<file path="src/rtl/fsm_sym_pkg.sv">
// Shared types and constants for the FSM symbol feeder.
package fsm_sym_pkg;

  // One symbol as driven onto the FSM inputs: {in1, in0}.
  typedef logic [1:0] sym_t;

  typedef enum logic {
    IDLE  = 1'b0,
    SHIFT = 1'b1
  } shift_state_t;

  localparam int   SYMS_PER_BYTE = 4;
  localparam sym_t DEF_IDLE_SYM  = 2'b00;

  // Symbol k of a byte; the LSB pair is symbol 0.
  function automatic sym_t byte_sym(input logic [7:0] b, input logic [1:0] k);
    return b[{k, 1'b0} +: 2];
  endfunction

endpackage

</file>
<file path="src/rtl/fsm_sym_fifo.sv">
// Synchronous DEPTH x 8 byte FIFO with sync clear; pointers wrap modulo DEPTH.
module fsm_sym_fifo #(
  parameter int DEPTH = 4
) (
  input  logic                     clk,
  input  logic                     clr,
  input  logic                     push,
  input  logic                     pop,
  input  logic [7:0]               wdata,
  output logic [7:0]               rdata,
  output logic                     full,
  output logic                     empty,
  output logic [$clog2(DEPTH):0]   count
);

  localparam int PW = $clog2(DEPTH);

  logic [7:0]    mem [DEPTH];
  logic [PW-1:0] wr_ptr;
  logic [PW-1:0] rd_ptr;
  logic          do_push;
  logic          do_pop;

  assign full    = (count == (PW+1)'(DEPTH));
  assign empty   = (count == '0);
  assign do_push = push && !full;
  assign do_pop  = pop && !empty;
  assign rdata   = mem[rd_ptr];

  // Storage, pointers and occupancy; clear wins over push/pop.
  always_ff @(posedge clk) begin
    if (clr) begin
      wr_ptr <= '0;
      rd_ptr <= '0;
      count  <= '0;
    end else begin
      if (do_push) begin
        mem[wr_ptr] <= wdata;
        wr_ptr      <= wr_ptr + PW'(1);
      end
      if (do_pop) begin
        rd_ptr <= rd_ptr + PW'(1);
      end
      case ({do_push, do_pop})
        2'b10:   count <= count + (PW+1)'(1);
        2'b01:   count <= count - (PW+1)'(1);
        default: count <= count;
      endcase
    end
  end

endmodule

</file>
<file path="src/rtl/fsm_sym_feeder.sv">
// Byte-to-symbol feeder: buffers bytes and shifts them out as 2-bit symbols
// onto the in0/in1 inputs of a 2-input control FSM.
//
// Handshake: a byte transfers on a rising edge where s_valid && s_ready.
// s_valid may be raised at any time and s_data must be stable while it is up;
// s_ready depends only on registered occupancy and on rst/clr, never on s_valid.
module fsm_sym_feeder
  import fsm_sym_pkg::*;
#(
  parameter int   DEPTH    = 4,
  parameter sym_t IDLE_SYM = DEF_IDLE_SYM
) (
  input  logic                   clk,
  input  logic                   rst,
  input  logic                   clr,
  input  logic                   en,
  input  logic [7:0]             s_data,
  input  logic                   s_valid,
  output logic                   s_ready,
  output logic                   in0,
  output logic                   in1,
  output logic                   sym_valid,
  output logic [$clog2(DEPTH):0] level,
  output logic                   busy,
  output shift_state_t           dbg_state
);

  localparam logic [1:0] LAST_IDX = 2'(SYMS_PER_BYTE - 1);

  logic         flush;
  logic         push;
  logic         pop;
  logic         full;
  logic         empty;
  logic [7:0]   head;

  shift_state_t state, state_n;
  logic [1:0]   idx, idx_n;
  logic [7:0]   shreg, shreg_n;
  sym_t         sym_q, sym_n;
  logic         vld_q, vld_n;

  assign flush   = rst || clr;
  assign s_ready = !rst && !clr && !full;
  assign push    = s_valid && s_ready;

  fsm_sym_fifo #(.DEPTH(DEPTH)) u_fifo (
    .clk   (clk),
    .clr   (flush),
    .push  (push),
    .pop   (pop),
    .wdata (s_data),
    .rdata (head),
    .full  (full),
    .empty (empty),
    .count (level)
  );

  // Shifter next state: load a byte from the FIFO head, step through its
  // symbols while enabled, chain straight into the next byte at the last one.
  always_comb begin
    state_n = state;
    idx_n   = idx;
    shreg_n = shreg;
    sym_n   = sym_q;
    vld_n   = vld_q;
    pop     = 1'b0;
    case (state)
      IDLE: begin
        if (en && !empty) begin
          pop     = 1'b1;
          shreg_n = head;
          idx_n   = 2'd0;
          sym_n   = byte_sym(head, 2'd0);
          vld_n   = 1'b1;
          state_n = SHIFT;
        end else begin
          sym_n = IDLE_SYM;
          vld_n = 1'b0;
        end
      end
      SHIFT: begin
        if (en) begin
          if (idx != LAST_IDX) begin
            idx_n = idx + 2'd1;
            sym_n = byte_sym(shreg, idx + 2'd1);
          end else if (!empty) begin
            pop     = 1'b1;
            shreg_n = head;
            idx_n   = 2'd0;
            sym_n   = byte_sym(head, 2'd0);
          end else begin
            sym_n   = IDLE_SYM;
            vld_n   = 1'b0;
            state_n = IDLE;
          end
        end
      end
      default: begin
        sym_n   = IDLE_SYM;
        vld_n   = 1'b0;
        state_n = IDLE;
      end
    endcase
  end

  // Shifter state and registered symbol outputs; rst and clr drop any partial byte.
  always_ff @(posedge clk) begin
    if (flush) begin
      state <= IDLE;
      idx   <= 2'd0;
      shreg <= 8'h00;
      sym_q <= IDLE_SYM;
      vld_q <= 1'b0;
    end else begin
      state <= state_n;
      idx   <= idx_n;
      shreg <= shreg_n;
      sym_q <= sym_n;
      vld_q <= vld_n;
    end
  end

  assign in0       = sym_q[0];
  assign in1       = sym_q[1];
  assign sym_valid = vld_q;
  assign busy      = vld_q || (level != '0);
  assign dbg_state = state;

endmodule

</file>
<file path="config.mk">
export PLATFORM = sky130hd
export DESIGN_NAME = fsm_sym_feeder
export DESIGN_NICKNAME = d
export VERILOG_FILES = /design/src/rtl/fsm_sym_pkg.sv /design/src/rtl/fsm_sym_fifo.sv /design/src/rtl/fsm_sym_feeder.sv
export SDC_FILE = /design/constraint.sdc
export NUM_CORES = 1
export LEC_CHECK = 0
export BUFFER_PORTS_ARGS = -buffer_cell sky130_fd_sc_hd__clkbuf_2
export CAP_MARGIN = 20
export CELL_PAD_IN_SITES_DETAIL_PLACEMENT = 0
export CELL_PAD_IN_SITES_GLOBAL_PLACEMENT = 1
export CORE_UTILIZATION = 40
export CTS_CLUSTER_SIZE = 25
export DETAILED_ROUTE_END_ITERATION = 10
export PLACE_DENSITY = 0.7
export SLEW_MARGIN = 20
export SYNTH_ARGS = -nofsm -noshare
export SYNTH_HDL_FRONTEND = slang
export SYNTH_SLANG_ARGS = --single-unit
</file>
<file path="constraint.sdc">
create_clock -name clk -period 2.8 [get_ports clk]
set_input_delay 0.84 -clock clk [delete_from_list [all_inputs] [get_ports clk]]
set_output_delay 0.84 -clock clk [all_outputs]
set_load 0.1 [all_outputs]
</file>
==> results.ini, run 1 <==
[die]
row_count=27
fp.coreArea_um2=5540
start_util=0.4155
die_h_um=77.87
die_x_um=77.87
num_io_pins=22
die_area_um2=6063

[routing]
first_pass_iters=4
routed_via_density=4.912
drc=0
highest-signal-layer=met4
wl_mm=3.830
ant_nets=0
dr_total_vias=1346
drt_iter0_drc=13
wl_met1_mm=1.716
route.met3.wl_um=102
dr_wl_met2_mm=1.969
routedWlPerCell_um=13.98

[placement]
place_area_um2=2529
post-place-ws_ns=0.1123
portBuffers=21
routabilityCongestion=0.7904
hpwl_mm=2.778

[sta]
timing.final.ws_setup_ns=0.3383
slew_viol_final=0
max_freq_mhz=406.2
finalHoldViolCount=0
skew_ns=0.008316
relSlewSlack=0.6425
tightest_slew_ns=0.5355
fin_crit_ns=2.462
finalCritPeriodShare=0.8792
rsz0062_at_grt=false
setup_violations=0
fin_tns_setup_ns=0

[worst_setup_path]
cpPeakStageDelay_ns=0.33
crit_family=simple AND/OR/NAND/NOR gates
start_kind=primary input
crit_start=clr
crit_type=in -> out
cp_num_buf_inv=2
worstRegToRegCells=10
r2r_start=idx[0]$_SDFFE_PP0P_
cp_slowest_cell=or2_1
crit_arrival_ns=1.62
r2r_slack_ns=0.52
cp.required_ns=1.96
r2r-end=u_fifo.count[2]$_SDFFE_PP0P_
cp-end-kind=primary output
crit_chain=clkbuf_2 > or2_1 > a21oi_4 > buf_12
crit_fanout=4

[layout]
nets=221
area_growth_syn_to_layout_pct=13.48
multi_input_area_um2=815.8
fill_cells=510
drive_gt1_frac=0.2723
diodes=0
ff_latch_area_um2=1425
design_area_um2=2613

[hold_path]
hold_class=reg -> reg
hold_path_depth=2
min_from=shreg[1]$_SDFFE_PP0P_
min_delay_worst_endpoint=shreg[1]$_SDFFE_PP0P_

[clocking]
cts_root_buffer=clkbuf_8
clock_path_buffers=2
cts_max_level=2
cts_setup_buffers=0
cts.sinks=55
cts_resized=0
clk_pin_slew_ns=0.09
tritoncts=yes
cts_hold_buf=0
clk-insertion-delay-late_ns=0.30
cts_made_buffers=5

[synthesis]
synthFlopType=edfxtp_1
yosysMostFrequentCell=edfxtp_1
ys_ff_latch=55
synth_cell_types=34
yosysWarnings=0
yosysTopAreaCell=edfxtp_1
synth-edff-count=32
synthTopCellsByArea=edfxtp_1 (42%), dfxtp_1 (20%), mux4_2 (7.8%)
syn_inst=176
ys_top_cells_by_count=edfxtp_1 (32), dfxtp_1 (23), nand2_1 (20)
synth_area_um2=2302
synth_top_area_share=0.4174
syn_area_per_cell_um2=13.08
synth_fp_nets=196
synth-async-reset-ratio=0
ys_seq_area_frac=0.6174

[global_route]
grt_pass1_wl_mm=6.479
track_usage=0.1429
antenna_found_initial=0
grt_pass1_vias=1325
overflow=0
grt_max_degree=17

[job]
max-cap-violations=0

[pwr]
cellPowerDensity_nw_per_um2=516.6
worst_ir_drop_vdd_mv=0.3636
p_leak_nw=0.8931
fin_total_pwr_w=0.001350

[run_status]
status=finished clean

[sequential cells by signal, indices dropped and copies added, names as in the netlist, named ones only]
name and cells:
sym_valid 1, idx 2, u_fifo.wr_ptr 2, u_fifo.count 3, u_fifo.mem 32, shreg 8
sym_q 2, u_fifo.rd_ptr 2, dbg_state 1
[routing by layer]
| metal | track usage | vias up |
|---|---|---|
| li1 | - | 674 |
| met1 | 0.1731 | 648 |
| met5 | 0 | - |
| met4 | 0.04528 | 0 |
| met2 | 0.2487 | 20 |
| met3 | 0.03529 | 4 |
[metrics by stage]
step / hold slack (ns) / util / cells
2_1_floorplan: 0.4329 / - / 176
3_3_place_gp: 0.4447 / 0.4564 / 266
3_5_place_dp: 0.4463 / 0.4564 / 266
4_1_cts: 0.4593 / 0.4715 / 274
5_1_grt: 0.4803 / 0.4715 / 274
6_report: 0.4565 / 0.4715 / 274
[report_power, final]
group / internal, W / total (W) / switching (W) / leakage [nW]
clock network: 0.000171 / 0.000408 / 0.000238 / 0.0438
logic: 0.0000276 / 0.0000771 / 0.0000495 / 0.373
registers: 0.000860 / 0.000864 / 0.00000419 / 0.476
[worst max path at each step]
stage / endpoint / slack [ns] / depth (start not counted)
finish: s_ready / 0.34 / 4
global route: s_ready / 0.29 / 4
floorplan: s_ready / -0.004 / 4
global placement: u_fifo.count[2]$_SDFFE_PP0P_ / 0.24 / 10
CTS: s_ready / 0.33 / 4
detailed placement: u_fifo.count[2]$_SDFFE_PP0P_ / 0.11 / 10
[final cells by class]
| cell class | count | area share |
|---|---|---|
| flip-flops and latches | 55 | 0.5455 |
| multi-input cells | 104 | 0.3123 |
| repair buffers | 27 | 0.06322 |
| well taps | 72 | 0.03448 |
| clock buffers | 5 | 0.02634 |
| inverters | 8 | 0.01245 |
| clock inverters | 3 | 0.005747 |
[cell families (layout without fill, tap and decap cells)]
logic type      after synthesis  in the layout  share of synthesized area
mux                          15             15                     0.1098
simple gates                 51             51                    0.09946
flops                        55             55                     0.6174
buf+inv                      17             43                    0.03424
compound gates               26             26                    0.07554
xor+xnor                      5              5                    0.02229
fa+ha+maj                     7              7                    0.04130
[tightest hold or removal path: stages, from the launching register on]
cell	delay (ns)
dfxtp_1	0.32
nand2_1	0.05
a21oi_1	0.05
[cells in the final DEF (no fill, tap or decap), drive strengths merged, types with 2 or more instances in the layout]
cell	Yosys	final
a31oi	4	4
inv	8	8
xor2	3	3
mux2	2	2
nand2b	3	3
nor2	14	14
ha	6	6
mux2i	5	5
nand2	21	21
and2	5	5
clkbuf	5	25
buf	4	7
clkinv	0	2
nor2b	2	2
a21oi	13	13
o21ai	3	3
nor3	3	3
dfxtp	23	23
xnor2	2	2
o31ai	2	2
mux4	8	8
edfxtp	32	32
(Power assumes the default switching activity.)
==> run 2: changes to the inputs <==
--- a/config.mk
+++ b/config.mk
@@ -7,13 +7,12 @@
 export LEC_CHECK = 0
 export BUFFER_PORTS_ARGS = -buffer_cell sky130_fd_sc_hd__clkbuf_2
 export CAP_MARGIN = 20
-export CELL_PAD_IN_SITES_DETAIL_PLACEMENT = 0
+export CELL_PAD_IN_SITES_DETAIL_PLACEMENT = 1
 export CELL_PAD_IN_SITES_GLOBAL_PLACEMENT = 1
 export CORE_UTILIZATION = 40
 export CTS_CLUSTER_SIZE = 25
 export DETAILED_ROUTE_END_ITERATION = 10
 export PLACE_DENSITY = 0.7
-export SLEW_MARGIN = 20
 export SYNTH_ARGS = -nofsm -noshare
 export SYNTH_HDL_FRONTEND = slang
 export SYNTH_SLANG_ARGS = --single-unit
==> run 2 against run 1 <==
Net effect: global-route usage up 1.5 points; final area rose by 0.24%; first-iteration DRC count is 140% higher; largest cell class unchanged; utilization rose by 0.11 points; hold slack better by 0.0033 ns; non-clock buffer count did not move; die area unchanged; critical path type unchanged; count of clock-buffer cells in the layout did not move.
==> results.ini, run 2 (synthesis results as in run 1) <==
[run_status]
status=finished clean

[worst_setup_path]
r2r_start=idx[0]$_SDFFE_PP0P_
r2r_slack_ns=0.50
start_kind=primary input
cp_num_buf_inv=2
cp-end-kind=primary output
crit_fanout=4
cp_slowest_cell=or2_1
cp.required_ns=1.96
cpPeakStageDelay_ns=0.33
crit_arrival_ns=1.63
r2r-end=u_fifo.count[2]$_SDFFE_PP0P_
crit_chain=clkbuf_2 > or2_1 > a21oi_4 > buf_12
crit_type=in -> out
worstRegToRegCells=10
cp_num_cells=4
crit_family=simple AND/OR/NAND/NOR gates

[die]
die_area_um2=6063
die_x_um=77.87
fp.coreArea_um2=5540
die_h_um=77.87
row_count=27
num_io_pins=22
start_util=0.4155

[routing]
wl_mm=4.381
drt_iter0_drc=31
routed_via_density=5.142
first_pass_iters=4
dr_total_vias=1409
ant_nets=0
routedWlPerCell_um=15.99
drc=0

[pwr]
cellPowerDensity_nw_per_um2=529.0
p_sw_w=0.0003174
pwr-share-comb=0.057
clock_power_share=0.319
p_seq_frac=0.624
p_leak_nw=0.8959
switching_share=0.2291
worst_ir_drop_vdd_mv=0.3194
internal_power_w=0.001068

[clocking]
clk_pin_slew_ns=0.09
cts_root_buffer=clkbuf_8
tritoncts=yes
cts_resized=0
clock_path_buffers=2
cts_hold_buf=0
clk-insertion-delay-late_ns=0.31
cts_made_buffers=5
cts_max_level=2
cts.sinks=55
cts_setup_buffers=0

[layout]
nets=221
top_regs=u_fifo.mem x32, shreg x8, u_fifo.count x3
area_growth_syn_to_layout_pct=13.75
drive_gt1_frac=0.2673
largest_reg_flops=32
fill_cells=600
layout_commonest_cell=edfxtp_1
regMostFlops=u_fifo.mem
diodes=0
fin_cells=274
layout_common_cells=edfxtp_1 (32), nand2_1 (20), dfxtp_1 (20), clkbuf_2 (20), nor2_1 (14)

[job]
max-cap-violations=0

[hold_path]
hold_path_depth=2
hold_class=reg -> reg
min_delay_worst_endpoint=shreg[1]$_SDFFE_PP0P_
min_from=shreg[1]$_SDFFE_PP0P_

[sta]
fin_tns_setup_ns=0
slew_viol_final=0
finalHoldViolCount=0
tightest_slew_ns=0.5456
setup_violations=0
relSlewSlack=0.6358
max_freq_mhz=404.4
rsz0062_at_grt=false
finalCritPeriodShare=0.8832
fin_crit_ns=2.473
whs_ns=0.4599
skew_ns=0.009108

[placement]
routabilityCongestion=0.7904
hpwl_mm=3.209
dp_cells=266
portBuffers=21

[global_route]
overflow=0
track_usage=0.1577
antenna_found_initial=0
grt_pass1_vias=1455
top_usage_layer=met2
use_met2=0.2947
grt_use_met1=0.1747
grt_max_degree=19
grt_pass1_wl_mm=7.189
met3_usage=0.03765

[run 2: cell types whose count changed in the layout (fill, tap and decap cells not counted), sizes merged]
cell      delta
clkinv       -1
clkinvlp     -1
inv          +2
[run 2: how the worst max path moves through the flow]
stage | from | endpoint
after global placement | en | u_fifo.count[2]$_SDFFE_PP0P_
final | clr | s_ready
after detailed placement | clr | u_fifo.count[2]$_SDFFE_PP0P_
after floorplan | clr | s_ready
after global routing | u_fifo.count[0]$_SDFFE_PP0P_ | busy
after CTS | clr | s_ready
[run 2: final cells by class]
cell class / instances / area [um^2] / share of cell area
clock buffers: 5 / 68.82 / 0.02628
inverters: 8 / 32.53 / 0.01242
well taps: 72 / 90.09 / 0.03440
clock inverters: 3 / 21.27 / 0.008122
repair buffers: 27 / 165.2 / 0.06307
multi-input cells: 104 / 815.8 / 0.3115
flip-flops and latches: 55 / 1425 / 0.5442
[run 2: metrics by stage]
step | area (um^2) | utilization | power (W) | setup slack, ns
floorplan | 2320 | - | 0.0009327 | -0.004292
global placement | 2529 | 0.4564 | 0.0009576 | 0.2366
detailed placement | 2529 | 0.4564 | 0.0009625 | 0.1048
CTS | 2619 | 0.4727 | 0.001402 | 0.3259
global route | 2619 | 0.4727 | 0.001429 | 0.2646
finish | 2619 | 0.4727 | 0.001385 | 0.3270
[run 2: metal layers]
layer  up-vias  share of wire
met4         0         0.0082
met5         -              0
met1       709           0.43
li1        676              -
met3         4          0.026
met2        20           0.54
[run 2: power groups by stage]
| stage | logic [W] | registers [W] | clock network [W] |
|---|---|---|---|
| after CTS | 0.0000794 | 0.000865 | 0.000457 |
| after detailed placement | 0.0000792 | 0.000883 | 0 |
| after floorplan | 0.0000453 | 0.000887 | 0 |
| after global placement | 0.0000749 | 0.000883 | 0 |
| final | 0.0000789 | 0.000865 | 0.000442 |
| after global routing | 0.0000850 | 0.000866 | 0.000479 |
[run 2: tightest hold or removal path, cell delays in order (launching register included)]
cell,delay (ns)
dfxtp_1,0.32
nand2_1,0.05
a21oi_1,0.05
